`src/rtl/cla_pipe_addsub.sv`:
```
// Pipelined carry-lookahead adder/subtractor: each stage resolves one WIDTH/STAGES-bit
// CLA slice, registers the slice carry, and carries pending operand slices alongside.
module cla_pipe_addsub #(
   parameter int unsigned WIDTH  = 32,
   parameter int unsigned STAGES = 4
) (
   input  logic             clk,
   input  logic             rst,
   input  logic             in_valid,
   output logic             in_ready,
   input  logic [WIDTH-1:0] a,
   input  logic [WIDTH-1:0] b,
   input  logic             c_in,
   input  logic             sub,
   output logic             out_valid,
   input  logic             out_ready,
   output logic [WIDTH-1:0] s,
   output logic             co,
   output logic             ovf,
   output logic             zero
);

   localparam int unsigned W_S  = WIDTH / STAGES;
   localparam int unsigned NG   = (W_S + 3) / 4;
   localparam int unsigned LAST = STAGES - 1;

   // Pipe register k holds the operation after slice k has been resolved;
   // register LAST is the output register.
   logic [WIDTH-1:0] a_p [STAGES];
   logic [WIDTH-1:0] b_p [STAGES];
   logic [WIDTH-1:0] s_p [STAGES];
   logic             c_p [STAGES];
   logic             v_p [STAGES];
   logic             ovf_r;
   logic             zero_r;

   logic [WIDTH-1:0] src_a [STAGES];
   logic [WIDTH-1:0] src_b [STAGES];
   logic [WIDTH-1:0] src_s [STAGES];
   logic             src_c [STAGES];
   logic             src_v [STAGES];
   logic [WIDTH-1:0] nxt_s [STAGES];
   logic             nxt_c [STAGES];
   logic             ovf_n;
   logic             zero_n;

   logic [WIDTH-1:0] b_eff;
   logic             cin_eff;
   logic             adv;

   // Returns carries c[0..W_S] of one slice. Group carries and in-group bit carries
   // are both written as flat sum-of-products so nothing ripples between groups.
   function automatic logic [W_S:0] cla_carries(
      input logic [W_S-1:0] x,
      input logic [W_S-1:0] y,
      input logic           ci
   );
      logic [W_S-1:0] g;
      logic [W_S-1:0] p;
      logic [NG-1:0]  gg;
      logic [NG-1:0]  gp;
      logic [NG:0]    gc;
      logic [W_S:0]   c;
      logic           t;
      int unsigned    base;
      g  = x & y;
      p  = x ^ y;
      gg = '0;
      gp = '1;
      c  = '0;
      for (int unsigned j = 0; j < NG; j++) begin
         for (int unsigned i = 4 * j; i < 4 * j + 4 && i < W_S; i++) begin
            gg[j] = g[i] | (p[i] & gg[j]);
            gp[j] = gp[j] & p[i];
         end
      end
      gc[0] = ci;
      for (int unsigned j = 1; j <= NG; j++) begin
         t = ci;
         for (int unsigned m = 0; m < j; m++) t = t & gp[m];
         gc[j] = t;
         for (int unsigned i = 0; i < j; i++) begin
            t = gg[i];
            for (int unsigned m = i + 1; m < j; m++) t = t & gp[m];
            gc[j] = gc[j] | t;
         end
      end
      for (int unsigned i = 0; i < W_S; i++) begin
         base = (i / 4) * 4;
         t = gc[i / 4];
         for (int unsigned m = base; m < i; m++) t = t & p[m];
         c[i] = t;
         for (int unsigned k = base; k < i; k++) begin
            t = g[k];
            for (int unsigned m = k + 1; m < i; m++) t = t & p[m];
            c[i] = c[i] | t;
         end
      end
      c[W_S] = gc[NG];
      return c;
   endfunction

   assign b_eff   = sub ? ~b : b;
   assign cin_eff = sub | c_in;
   assign adv     = ~v_p[LAST] | out_ready;
   assign in_ready = adv;

   always_comb begin
      src_a[0] = a;
      src_b[0] = b_eff;
      src_s[0] = '0;
      src_c[0] = cin_eff;
      src_v[0] = in_valid;
      for (int unsigned k = 1; k < STAGES; k++) begin
         src_a[k] = a_p[k-1];
         src_b[k] = b_p[k-1];
         src_s[k] = s_p[k-1];
         src_c[k] = c_p[k-1];
         src_v[k] = v_p[k-1];
      end
   end

   always_comb begin
      ovf_n  = 1'b0;
      zero_n = 1'b0;
      for (int unsigned k = 0; k < STAGES; k++) begin
         logic [W_S:0] carries;
         carries  = cla_carries(src_a[k][k*W_S +: W_S], src_b[k][k*W_S +: W_S], src_c[k]);
         nxt_s[k] = src_s[k];
         nxt_s[k][k*W_S +: W_S] = src_a[k][k*W_S +: W_S] ^ src_b[k][k*W_S +: W_S]
                                  ^ carries[W_S-1:0];
         nxt_c[k] = carries[W_S];
         if (k == LAST) begin
            ovf_n  = carries[W_S] ^ carries[W_S-1];
            zero_n = ~|nxt_s[k];
         end
      end
   end

   // Data registers load only for valid operations so bubbles leave s/flags untouched.
   always_ff @(posedge clk) begin
      if (rst) begin
         for (int unsigned k = 0; k < STAGES; k++) begin
            a_p[k] <= '0;
            b_p[k] <= '0;
            s_p[k] <= '0;
            c_p[k] <= 1'b0;
            v_p[k] <= 1'b0;
         end
         ovf_r  <= 1'b0;
         zero_r <= 1'b0;
      end else if (adv) begin
         for (int unsigned k = 0; k < STAGES; k++) begin
            v_p[k] <= src_v[k];
            if (src_v[k]) begin
               a_p[k] <= src_a[k];
               b_p[k] <= src_b[k];
               s_p[k] <= nxt_s[k];
               c_p[k] <= nxt_c[k];
            end
         end
         if (src_v[LAST]) begin
            ovf_r  <= ovf_n;
            zero_r <= zero_n;
         end
      end
   end

   assign out_valid = v_p[LAST];
   assign s         = s_p[LAST];
   assign co        = c_p[LAST];
   assign ovf       = ovf_r;
   assign zero      = zero_r;

endmodule

```
`config.mk`:
```
export PLATFORM = sky130hd
export DESIGN_NAME = cla_pipe_addsub
export DESIGN_NICKNAME = d
export VERILOG_FILES = /design/src/rtl/cla_pipe_addsub.sv
export SDC_FILE = /design/constraint.sdc
export NUM_CORES = 1
export LEC_CHECK = 0
export ABC_AREA = 1
export CAP_MARGIN = 40
export CELL_PAD_IN_SITES_DETAIL_PLACEMENT = 1
export CELL_PAD_IN_SITES_GLOBAL_PLACEMENT = 2
export CORE_ASPECT_RATIO = 2
export CORE_MARGIN = 5
export CORE_UTILIZATION = 38
export CTS_CLUSTER_DIAMETER = 60
export DETAILED_ROUTE_END_ITERATION = 7
export PLACE_DENSITY = 0.79
export SYNTH_ARGS = -nofsm -noshare
export SYNTH_HDL_FRONTEND = slang
export SYNTH_SLANG_ARGS = --single-unit
```
`constraint.sdc`:
```
create_clock -name clk -period 6.6 [get_ports clk]
set_input_delay 1.32 -clock clk [delete_from_list [all_inputs] [get_ports clk]]
set_output_delay 1.32 -clock clk [all_outputs]
set_load 0.01 [all_outputs]
```
Word-level counts from Yosys, hierarchy flattened
Memory sizes are Yosys's and may differ from the RTL's.
Index checks and enable logic that the tools add are counted.
- reduce and logical (&&, ||, !) cells: 3
- bitwise operators: 221
- mux-type cells: 42
- operators with widths (operator ; number):
    $mux 32 ; 13
    $or 1x1->1 ; 106
    $and 1x1->1 ; 100
    $xor 8x8->8 ; 8
    $and 8x8->8 ; 4
    $not 32->32 ; 1
    $reduce_or 32->1 ; 1
    $mux 1 ; 29
    $reduce_and 2->1 ; 1
    $logic_not 1->1 ; 1
    $not 1->1 ; 1
    $xor 1x1->1 ; 1
- output and inout port bits: 37
- word-level logic and storage cells: 273
- memories: 5
- register bits: 2
- bits in writable memories: 392
- bits of input ports: 70
- memories (memory ; words ; bits a word ; read ports ; clocked after memory_dff ; write ports ; line ; RTL):
    a_p ; 4 ; 32 ; 3 ; 0 ; 4 ; 29 ; logic [WIDTH-1:0] a_p [STAGES];
    b_p ; 4 ; 32 ; 3 ; 0 ; 4 ; 30 ; logic [WIDTH-1:0] b_p [STAGES];
    s_p ; 4 ; 32 ; 4 ; 0 ; 4 ; 31 ; logic [WIDTH-1:0] s_p [STAGES];
    c_p ; 4 ; 1 ; 4 ; 0 ; 4 ; 32 ; logic c_p [STAGES];
    v_p ; 4 ; 1 ; 4 ; 0 ; 4 ; 33 ; logic v_p [STAGES];

Depth between registers and ports, before layout
- depth after elaboration: 18
- gate-level depth with buffers: 16
- gate-level depth less buffers: 16

Worst setup path after synthesis
Ideal clock, no wire load.
- path type: input -> register
- start: in in_valid
- end: mem a_p[0][10] (enable)
- slack: 0.593 ns
- cell stages on the path: 2
- path buffers: 0
- required time: 6.049 ns
- setup time: 0.551 ns
- arrival time: 5.457 ns
- cell sequence: inv_1 o21ai_0
- RTL lines (item ; line ; RTL):
    from (decl) ; 9 ; input logic in_valid,
    to (decl) ; 29 ;

Final worst setup path
- start: in out_ready
- end: out in_ready
- longest elaborated chain between the ends: 1
- RTL lines (item ; line ; RTL):
    from (decl) ; 16 ; input logic out_ready,
    $or 1x1->1 ; 105 ; assign adv = ~v_p[LAST] | out_ready;
    to (decl) ; 10 ; output logic in_ready,
Every way passes these cells.

==> impl_metrics.json <==
{
  "vias": 5304,
  "core_mm2": 0.0237,
  "period_needed_ns": 3.97,
  "hold_viol": 0,
  "h-tree-depth": 4,
  "yosysUniqueCellTypes": 31,
  "antenna_found_initial": 0,
  "synth-seq-cells": 186,
  "clk_pin_slew_ns": 0.06,
  "postCtsResizedCells": 0,
  "syn_to_final_growth_pct": 20.5,
  "seq_power_share_pct": 51.8,
  "hpwl_um": 11900,
  "ir_drop_mv": 0.154,
  "grt_usage_pct": 12.2,
  "io_buffer_count": 106,
  "p_switching_uw": 647,
  "synthTopCellsByArea": "edfxtp_1 61%, inv_1 7.0%, nor2_1 6.2%, ha_1 5.5%, xnor2_1 3.1%",
  "slew_headroom_pct": 51.3,
  "setup-tns-final_ns": 0,
  "p_comb_share_pct": 12.4,
  "cts_root_buf": "clkbuf_16",
  "synth_compound_area_share_pct": 2.92,
  "muxShareOfSynthArea_pct": 0,
  "cts_buffers": 17,
  "crit_chain": "clkdlybuf4s50_1, nor2_4, inv_1, clkdlybuf4s50_1",
  "start_util_pct": 38.3,
  "io_pins": 107,
  "switching_share_pct": 23.6,
  "clock_skew_ns": 0.00392,
  "clk_latency_ns": 0.44,
  "grt_pass1_wl_um": 26500,
  "diodes": 0,
  "synth.largest_area_cell": "edfxtp_1",
  "crit_path_start_kind": "primary input",
  "final_common_cell": "edfxtp_1",
  "synth_top_area_share_pct": 60.9,
  "clockBufferDepth": 2,
  "critPathTopFamily": "buffers and inverters",
  "wl_met3_um": 541,
  "grt.overflow.total": 0,
  "drv_slew": 0,
  "setup_viol": 0,
  "drive_gt1_share_pct": 9.28,
  "whs_ns": 0.477,
  "rrSetupSlack_ns": 4.07,
  "maxCapViolations": 0,
  "yosysSeqAreaShare_pct": 61.3,
  "wl_um": 15400,
  "highest_layer": "met4",
  "cts_tree": "yes",
  "power.total_uw": 2740,
  "hp-class": "reg -> reg",
  "drtPass1Iterations": 4,
  "path_buf_inv": 3,
  "layout.nets": 1021,
  "rows": 80,
  "crit_required_ns": 5.28,
  "max_freq_ghz": 0.252,
  "grt_setup_unrepaired": "false",
  "cts.sinks": 186,
  "avgSynthCellArea_um2": 11.5,
  "cts_setup_buffers": 0,
  "routed-wl-met2_um": 8690,
  "grt_max_degree": 58,
  "drtAntennaViolNets": 0,
  "power_frac_clock_pct": 35.7,
  "postCtsHoldBufs": 0,
  "yosys_warnings": 0,
  "cpPeakStageDelay_ns": 0.48,
  "synth_adder_area_share_pct": 7.28,
  "fin_util_pct": 46.1,
  "critPathCaptureType": "primary output",
  "syn_inst": 792,
  "crit_arrival_ns": 2.65,
  "synth_fp_nets": 910,
  "drt_iter0_drc": 178,
  "synth_top_family_by_area": "simple AND/OR/NAND/NOR gates",
  "crit_fanout": 7,
  "synth_simple_gate_area_share_pct": 14.6,
  "drc": 0,
  "outcome": "completed",
  "worst_slew_pin_slew_ns": 0.731,
  "place_congestion": 0.765,
  "cellPowerDensity_mw_per_mm2": 250,
  "dieArea_mm2": 0.0273,
  "path_class": "in -> out",
  "intPower_uw": 2090,
  "grt_pass1_vias": 5667,
  "wire_per_inst_um": 12.8,
  "synth_xor_area_share_pct": 4.15,
  "wl_met1_um": 5870,
  "p_leak_uw": 0.00455,
  "period_share_pct": 60.1,
  "synth_area_mm2": 0.00908,
  "path_common_cell": "clkdlybuf4s50_1",
  "die_h_um": 229,
  "mostFrequentLayoutCells": "184 x edfxtp_1, 170 x inv_1, 149 x nor2_1",
  "vias_per_cell": 4.41,
  "die_width_um": 119,
  "cpMaxStageDelayCell": "clkdlybuf4s50_1"
}
worst paths after layout:
check / from / end / cells after the start
worst max-delay path: out_ready / in_ready / 4
worst min-delay path: ovf / ovf / 2
worst min register to register: ovf / ovf / 2
worst max register to register: b_p[0][89] / zero / 15
per-layer routing:
metal  GRT usage [%]  vias to the layer above
met4            5.31                        0
li1                -                     2732
met5               0                        -
met1            12.6                     2456
met2            23.2                       95
met3            2.85                       21
Yosys cell counts, drive strengths merged:
cell and instances:
a21oi 23, a31oi 2, buf 19, dfxtp 2, edfxtp 184, fa 8
ha 40, inv 176, nand2 54, nand3 15, nand4 11, nor2 188
nor3 2, o211ai 3, o21a 1, o21ai 14, o21bai 4, or2 3
xnor2 32, xor2 11
power groups by stage:
stage          sequential [µW]  clock, µW  combinational [µW]
3_5_place_dp              1450          0                 348
4_1_cts                   1420       1010                 350
5_1_grt                   1430       1070                 385
3_3_place_gp              1440          0                 338
2_1_floorplan             1450          0                 219
6_report                  1420        979                 341
layout make-up:
class                           instances  area, µm²
Inverter                              176        683
Clock inverter                         12        124
Multi-Input combinational cell        411       2670
Sequential cell                       186       5570
Clock buffer                           20        437
Fill cell                            2574      12800
Tap cell                              287        359
Timing Repair Buffer                  111       1110
sequential cells by signal, indices dropped and copies added (netlist names):
register  count
s_p          80
a_p          48
b_p          48
c_p           4
v_p           4
ovf           1
zero          1
cells by family (layout without fill, tap and decap cells):
| family | after synthesis | after routing |
|---|---|---|
| AO/OA/AOI/OAI | 47 | 47 |
| XOR/XNOR | 43 | 43 |
| adder cells (fa/ha/maj) | 48 | 48 |
| buffers and inverters | 195 | 319 |
| flip-flops | 186 | 186 |
| AND/OR/NAND/NOR | 273 | 273 |
metrics by stage:
stage          instances  setup WS [ns]  instance area [µm²]
2_1_floorplan        792          0.593                 9080
3_3_place_gp        1170           2.54                10400
3_5_place_dp        1171           2.63                10400
4_1_cts             1203           2.62                10900
5_1_grt             1203           2.59                10900
6_report            1203           2.63                10900
worst reg2reg max path: stages, from the launching register on:
cell,delay (ns)
edfxtp_1,0.37
ha_1,0.37
nand2_1,0.11
nand2_1,0.06
nand2_1,0.05
nand2_1,0.05
nand2_1,0.05
nand3_1,0.15
fa_1,0.51
inv_1,0.09
nand4_1,0.11
nor2_1,0.12
nand3_1,0.12
nor2_1,0.16
nand4_1,0.10
nand2_1,0.07
No activity file was read; power rests on OpenSTA's default activity.
